### config.mk
export PLATFORM = sky130hd
export DESIGN_NAME = pdm_feed_flat
export DESIGN_NICKNAME = d
export VERILOG_FILES = /design/src/rtl/pdm_pkg.sv /design/src/rtl/pdm_feed_if.sv /design/src/rtl/pdm_feed_fifo.sv /design/src/rtl/pdm_feed.sv /design/src/flat_wrapper.sv
export SDC_FILE = /design/constraint.sdc
export NUM_CORES = 1
export LEC_CHECK = 0
export ABC_AREA = 1
export CAP_MARGIN = 25
export CORE_ASPECT_RATIO = 0.75
export CORE_MARGIN = 4
export CORE_UTILIZATION = 31
export CTS_CLUSTER_SIZE = 20
export DETAILED_ROUTE_END_ITERATION = 10
export DONT_BUFFER_PORTS = 1
export GPL_ROUTABILITY_DRIVEN = 0
export PLACE_DENSITY = 0.43
export RECOVER_POWER = 25
export SLEW_MARGIN = 0
export SYNTH_ARGS = -nofsm -noshare
export SYNTH_HDL_FRONTEND = slang
export SYNTH_SLANG_ARGS = --single-unit
### constraint.sdc
create_clock -name clk -period 4.2 [get_ports clk]
set_input_delay 0.84 -clock clk [delete_from_list [all_inputs] [get_ports clk]]
set_output_delay 0.84 -clock clk [all_outputs]
set_load 0.01 [all_outputs]
### src/rtl/pdm_pkg.sv
// Shared definitions for the PDM sample feeder: FSM state encoding and the
// FIFO fill level at which playback starts.
package pdm_pkg;

    typedef enum logic [1:0] {
        ST_IDLE  = 2'd0,
        ST_PRIME = 2'd1,
        ST_RUN   = 2'd2
    } state_t;

    // Playback starts once the FIFO is half full.
    function automatic int unsigned prime_threshold(input int unsigned depth_log2);
        return 32'd1 << (depth_log2 - 32'd1);
    endfunction

endpackage

### src/rtl/pdm_feed_if.sv
// Valid/ready sample stream into the PDM feeder; the source is the master.
interface pdm_feed_if #(
    parameter int WIDTH = 8
) ();
    logic [WIDTH-1:0] in_data;
    logic             in_valid;
    logic             in_ready;

    modport master (output in_data, output in_valid, input in_ready);
    modport slave  (input in_data, input in_valid, output in_ready);
endinterface

### src/rtl/pdm_feed_fifo.sv
// First-word-fall-through sample FIFO with an exact occupancy count and a
// synchronous flush that overrides any same-cycle push or pop.
module pdm_feed_fifo #(
    parameter int WIDTH      = 8,
    parameter int DEPTH_LOG2 = 4
) (
    input  logic                  clk,
    input  logic                  rst,
    input  logic                  flush,
    input  logic                  push,
    input  logic [WIDTH-1:0]      push_data,
    input  logic                  pop,
    output logic [WIDTH-1:0]      head,
    output logic [DEPTH_LOG2:0]   level,
    output logic                  full,
    output logic                  empty
);

    localparam int DEPTH = 1 << DEPTH_LOG2;
    localparam int LW    = DEPTH_LOG2 + 1;

    logic [WIDTH-1:0]      mem [DEPTH];
    logic [DEPTH_LOG2-1:0] wr_ptr;
    logic [DEPTH_LOG2-1:0] rd_ptr;

    // NOTE: sequential state uses non-blocking assignments so every register
    // samples the pre-edge values of its neighbours.
    always_ff @(posedge clk or posedge rst) begin
        if (rst) begin
            wr_ptr <= '0;
            rd_ptr <= '0;
            level  <= '0;
        end else if (flush) begin
            wr_ptr <= '0;
            rd_ptr <= '0;
            level  <= '0;
        end else begin
            if (push) wr_ptr <= wr_ptr + DEPTH_LOG2'(1);
            if (pop)  rd_ptr <= rd_ptr + DEPTH_LOG2'(1);
            case ({push, pop})
                2'b10:   level <= level + LW'(1);
                2'b01:   level <= level - LW'(1);
                default: level <= level;
            endcase
        end
    end

    // NOTE: the sample RAM has no reset; pointers and level alone define
    // which entries are meaningful, and a reset would block RAM inference.
    always_ff @(posedge clk) begin
        if (push && !flush) mem[wr_ptr] <= push_data;
    end

    assign head  = mem[rd_ptr];
    assign full  = (level == LW'(DEPTH));
    assign empty = (level == '0);

endmodule

### src/rtl/pdm_feed.sv
// PDM sample feeder: buffers a PCM stream and releases one sample every
// cfg_div+1 cycles, with priming, underrun detection and an idle level.
module pdm_feed
    import pdm_pkg::*;
#(
    parameter int WIDTH      = 8,
    parameter int DEPTH_LOG2 = 4,
    parameter int DIV_WIDTH  = 16
) (
    input  logic                 clk,
    input  logic                 rst,
    pdm_feed_if.slave            in_if,
    input  logic                 cfg_ena,
    input  logic [DIV_WIDTH-1:0] cfg_div,
    input  logic [WIDTH-1:0]     cfg_idle,
    output logic [WIDTH-1:0]     out_val,
    output logic                 out_tick,
    output logic [DEPTH_LOG2:0]  stat_level,
    output logic                 stat_underrun,
    input  logic                 stat_clr
);

    localparam int LW = DEPTH_LOG2 + 1;
    localparam logic [DEPTH_LOG2:0] PRIME_LEVEL = LW'(prime_threshold(DEPTH_LOG2));

    state_t               state, state_nx;
    logic [DIV_WIDTH-1:0] div_cnt, div_nx;
    logic [WIDTH-1:0]     val_nx;
    logic                 tick_nx;
    logic                 pop, push, flush, underrun_evt;
    logic [WIDTH-1:0]     head;
    logic                 full, empty;

    assign in_if.in_ready = (state != ST_IDLE) && !full;
    assign push           = in_if.in_valid && in_if.in_ready && !flush;

    pdm_feed_fifo #(
        .WIDTH      (WIDTH),
        .DEPTH_LOG2 (DEPTH_LOG2)
    ) u_fifo (
        .clk       (clk),
        .rst       (rst),
        .flush     (flush),
        .push      (push),
        .push_data (in_if.in_data),
        .pop       (pop),
        .head      (head),
        .level     (stat_level),
        .full      (full),
        .empty     (empty)
    );

    always_ff @(posedge clk or posedge rst) begin
        if (rst) state <= ST_IDLE;
        else     state <= state_nx;
    end

    // NOTE: every signal driven here gets a default first, so no path through
    // the case statement leaves one unassigned and infers a latch.
    always_comb begin
        state_nx     = state;
        div_nx       = div_cnt;
        val_nx       = out_val;
        tick_nx      = 1'b0;
        pop          = 1'b0;
        flush        = 1'b0;
        underrun_evt = 1'b0;

        case (state)
            ST_IDLE: begin
                val_nx = cfg_idle;
                div_nx = '0;
                if (cfg_ena) state_nx = ST_PRIME;
            end
            ST_PRIME: begin
                if (stat_level >= PRIME_LEVEL) begin
                    div_nx   = cfg_div;
                    state_nx = ST_RUN;
                end
            end
            ST_RUN: begin
                if (div_cnt == '0) begin
                    div_nx = cfg_div;
                    // An empty FIFO at the tick is an underrun even if a push
                    // lands in the same cycle: there is no read-through.
                    if (!empty) begin
                        pop     = 1'b1;
                        val_nx  = head;
                        tick_nx = 1'b1;
                    end else begin
                        underrun_evt = 1'b1;
                        state_nx     = ST_PRIME;
                    end
                end else begin
                    div_nx = div_cnt - DIV_WIDTH'(1);
                end
            end
            default: state_nx = ST_IDLE;
        endcase

        // Disable overrides everything decided above.
        if (!cfg_ena) begin
            state_nx     = ST_IDLE;
            div_nx       = '0;
            val_nx       = cfg_idle;
            tick_nx      = 1'b0;
            pop          = 1'b0;
            underrun_evt = 1'b0;
            flush        = 1'b1;
        end
    end

    always_ff @(posedge clk or posedge rst) begin
        if (rst) begin
            div_cnt       <= '0;
            out_val       <= '0;
            out_tick      <= 1'b0;
            stat_underrun <= 1'b0;
        end else begin
            div_cnt  <= div_nx;
            out_val  <= val_nx;
            out_tick <= tick_nx;
            if (underrun_evt)  stat_underrun <= 1'b1;
            else if (stat_clr) stat_underrun <= 1'b0;
        end
    end

endmodule

### src/flat_wrapper.sv
// flat-port wrapper written by rule: the top's interface ports become plain ports
module pdm_feed_flat import pdm_pkg::*;
#(
    parameter int WIDTH      = 8,
    parameter int DEPTH_LOG2 = 4,
    parameter int DIV_WIDTH  = 16
)
  (clk, rst, cfg_ena, cfg_div, cfg_idle, out_val, out_tick, stat_level, stat_underrun, stat_clr, in_if_in_data, in_if_in_valid, in_if_in_ready);
  pdm_feed_if #(.WIDTH(WIDTH)) in_if_i ();
  input  logic clk;
  input  logic rst;
  input  logic cfg_ena;
  input  logic [DIV_WIDTH-1:0] cfg_div;
  input  logic [WIDTH-1:0] cfg_idle;
  output logic [WIDTH-1:0] out_val;
  output logic out_tick;
  output logic [DEPTH_LOG2:0] stat_level;
  output logic stat_underrun;
  input  logic stat_clr;
  input wire logic [$bits(in_if_i.in_data)-1:0] in_if_in_data;
  input wire logic [$bits(in_if_i.in_valid)-1:0] in_if_in_valid;
  output wire logic [$bits(in_if_i.in_ready)-1:0] in_if_in_ready;
  assign in_if_i.in_data = in_if_in_data;
  assign in_if_i.in_valid = in_if_in_valid;
  assign in_if_in_ready = in_if_i.in_ready;
  pdm_feed #(.WIDTH(WIDTH), .DEPTH_LOG2(DEPTH_LOG2), .DIV_WIDTH(DIV_WIDTH)) u_core (.clk(clk), .rst(rst), .in_if(in_if_i), .cfg_ena(cfg_ena), .cfg_div(cfg_div), .cfg_idle(cfg_idle), .out_val(out_val), .out_tick(out_tick), .stat_level(stat_level), .stat_underrun(stat_underrun), .stat_clr(stat_clr));
endmodule
==> flow_summary.yaml <==
setup_path:
  critical_path_cell_count: 2
  crit_slowest_cell: "clkbuf_1"
  worstRegToRegCells: 15
  crit_family: "buffers and inverters"
  startpoint_type: "primary input"
  critPathBufInv: 2
  cp_cell_sequence: "inv_1 > clkbuf_1"
  r2r_slack_ns: 1.28
  required_ns: 3.90
  path_class: "in -> async"
  max_stage_delay_ns: 1.73
  crit_fanout: 39
  worstReg2RegEnd: "u_core.u_fifo.level[4]$_DFFE_PP0P_"
  endpoint_kind: "async pin"
  r2r-start: "u_core.state[0]$_DFFE_PP0P_"
  worst_ep_arrival_time_ns: 2.67
clock_tree:
  cts_made_buffers: 17
  post_cts_buffers: 0
  insertion_delay_ns: 0.43
  holdBufCountCts: 0
  clock-root-buffer: "clkbuf_16"
  clock-sinks: 169
  cts_tree: "done"
  cts_buffer_depth: 2
  ctsResizeCount: 0
  clk_transition_reported_paths_ns: 0.07
  cts.htree.levels: 4
logic_synthesis:
  synth-adder-area-share_pct: 2.42
  seq_area_frac_synth_pct: 60.5
  synth_compound_area_share_pct: 10.0
  synth_top_family_by_area: "simple AND/OR/NAND/NOR gates"
  synth_xor_xnor_area_share_pct: 1.09
  synth_area_um2: 8050
  synth.area.mux_share_pct: 0
  yosys_warnings: 0
  synthDistinctLibCells: 32
  synth_fp_nets: 882
  synth-seq-cells: 169
  syn_inst: 830
  synthSimpleGateAreaFrac_pct: 18.7
  avgSynthCellArea_um2: 9.70
sta:
  finalCriticalPeriod_ns: 2.97
  slew_headroom_pct: -60.1
  skew_ns: 0.0169
  hold_ws_ns: 0.154
  period_share_pct: 70.6
  rsz0062_at_grt: "no"
  worstMarginPinSlew_ns: 2.40
  fin_setup_tns_ns: 0
  max_freq_mhz: 337
  timing.final.hold_violations: 0
  drv_slew: 40
  setup_viol: 0
layout:
  seqCellArea_um2: 4870
  antennaDiodeCount: 0
  n_fill_cell: 2555
  multi_input_area_um2: 2600
  syn2layout_area_growth_pct: 11.2
  nNetsFinal: 879
  stdcell_count: 1177
  final_layout_size_suffix_gt1_share_pct: 7.75
worst_hold_path:
  hold_path_class: "in -> async"
global_route:
  antenna_found_initial: 0
  gr-usage-all-layers_pct: 15.1
  grt_use_met2_pct: 19.6
  overflow: 0
  first_global_vias: 5243
  busiest_layer: "met1"
  use_met1_pct: 24.7
  grt_pass1_wl_um: 32900
  use_met3_pct: 3.80
  grt_start_max_net_pins: 60
die:
  die_h_um: 148
  die_w_um: 194
  core_um2: 25300
  fp.dieArea_um2: 28600
  rows: 50
  initial_utilization_pct: 31.9
  ioPinCount: 53
route:
  drtPass1Iterations: 6
  vias: 5429
  drc_errors: 0
  drtAntennaViolNets: 0
  routedWlPerCell_um: 17.8
  vias_per_cell: 4.61
  drt-initial-drc-count: 365
  wl_um: 21000
outcome:
  failed_checks: "max-capacitance violations, max-slew violations"
  status: "complete, but fails checks"
run:
  maxCapViolations: 1
power:
  ir_drop_v: 0.000288
  powerDensity_nw_per_um2: 622
  p_leak_nw: 3.56
place:
  numPortBuffers: 0
  dp_hpwl_um: 14100
  dp.cells: 1141
-- worst max path at each step --
stage | start | endpoint | slack (ns)
2_1_floorplan | cfg_ena | u_core.u_fifo.level[4]$_DFFE_PP0P_ | 1.62
3_3_place_gp | u_core.state[0]$_DFFE_PP0P_ | u_core.u_fifo.level[4]$_DFFE_PP0P_ | 1.38
3_5_place_dp | u_core.state[0]$_DFFE_PP0P_ | u_core.u_fifo.level[4]$_DFFE_PP0P_ | 1.32
4_1_cts | u_core.state[0]$_DFFE_PP0P_ | u_core.u_fifo.level[4]$_DFFE_PP0P_ | 1.29
5_1_grt | rst | u_core.u_fifo.rd_ptr[0]$_DFFE_PP0P_ | 0.69
6_report | rst | u_core.u_fifo.rd_ptr[0]$_DFFE_PP0P_ | 1.23
-- power breakdown --
group | total, W | switching [W] | internal (W)
registers | 0.00218 | 0.000241 | 0.00193
clock network | 0.00151 | 0.000642 | 0.000865
logic | 0.00188 | 0.00128 | 0.000607
-- registers in the layout, indices dropped and copies added, names as in the netlist --
register,count
u_core.state,2
u_core.u_fifo.rd_ptr,4
u_core.u_fifo.wr_ptr,4
u_core.u_fifo.mem,128
u_core.u_fifo.level,5
u_core.out_val,8
u_core.stat_underrun,1
u_core.out_tick,1
u_core.div_cnt,16
-- per-stage QoR --
step / setup WS [ns] / total power (W) / util [%] / instance area (um2)
finish: 1.23 / 0.00557 / 35.4 / 8950
global route: 0.685 / 0.00602 / 35.4 / 8950
CTS: 1.29 / 0.00563 / 35.3 / 8920
detailed placement: 1.32 / 0.00410 / 33.1 / 8370
global placement: 1.38 / 0.00411 / 33.1 / 8370
floorplan: 1.62 / 0.00366 / - / 8050
-- cell type report --
type / instances / area share, %
flip-flops and latches: 169 / 54.5
multi-input cells: 517 / 29.0
clock buffers: 21 / 4.92
well taps: 338 / 4.72
inverters: 107 / 4.49
repair buffers: 15 / 1.22
clock inverters: 10 / 1.16
-- synthesized netlist by cell type, drive strengths merged --
master / n / area share (%)
xnor2: 4 / 0.44
xor2: 6 / 0.65
nor2: 70 / 3.8
o21ai: 72 / 4.5
buf: 25 / 1.7
ha: 14 / 2.2
clkinv: 2 / 0.093
fa: 1 / 0.25
nand4: 4 / 0.31
edfxtp: 128 / 48
or2: 2 / 0.16
nor3: 7 / 0.44
dfrtp: 41 / 13
nand3b: 3 / 0.28
nand2: 187 / 9.0
inv: 105 / 4.9
a21oi: 39 / 2.4
clkbuf: 12 / 0.56
a21boi: 1 / 0.093
nand3: 75 / 4.8
o211ai: 32 / 3.0
-- metal layers --
metal	wire length, um	vias up
met5	0	-
met4	123	0
met3	1170	6
met2	8170	93
met1	11500	2555
li1	-	2775
-- cell families after synthesis --
logic type | count (synthesis)
buffers and inverters | 144
DFF | 169
and+or+nand+nor | 348
xor gates and xnor gates | 10
adders and majority gates | 15
AOI/OAI and AO/OA | 144
-- placed cells by master, fill, tap and decap left out, types with 2 or more instances in the layout --
cell type  instances
xnor2_1            4
a21oi_1           39
edfxtp_1         128
clkbuf_1           5
o21ai_0           61
buf_4             14
nand2_1          181
nand3_2            2
clkinv_1           4
nor2_1            58
nand3b_1           3
inv_1            103
nor2_2            10
xor2_1             6
ha_1              14
o21ai_1           10
nand4_1            4
bufinv_16          2
o211ai_1          32
clkbuf_16         17
nor3_1             6
inv_2              2
dfrtp_1           39
nand3_1           73
or2_0              2
clkinv_2           4
nand2_2            5
nor2_4             2
Power figures use the tool's default switching activity.
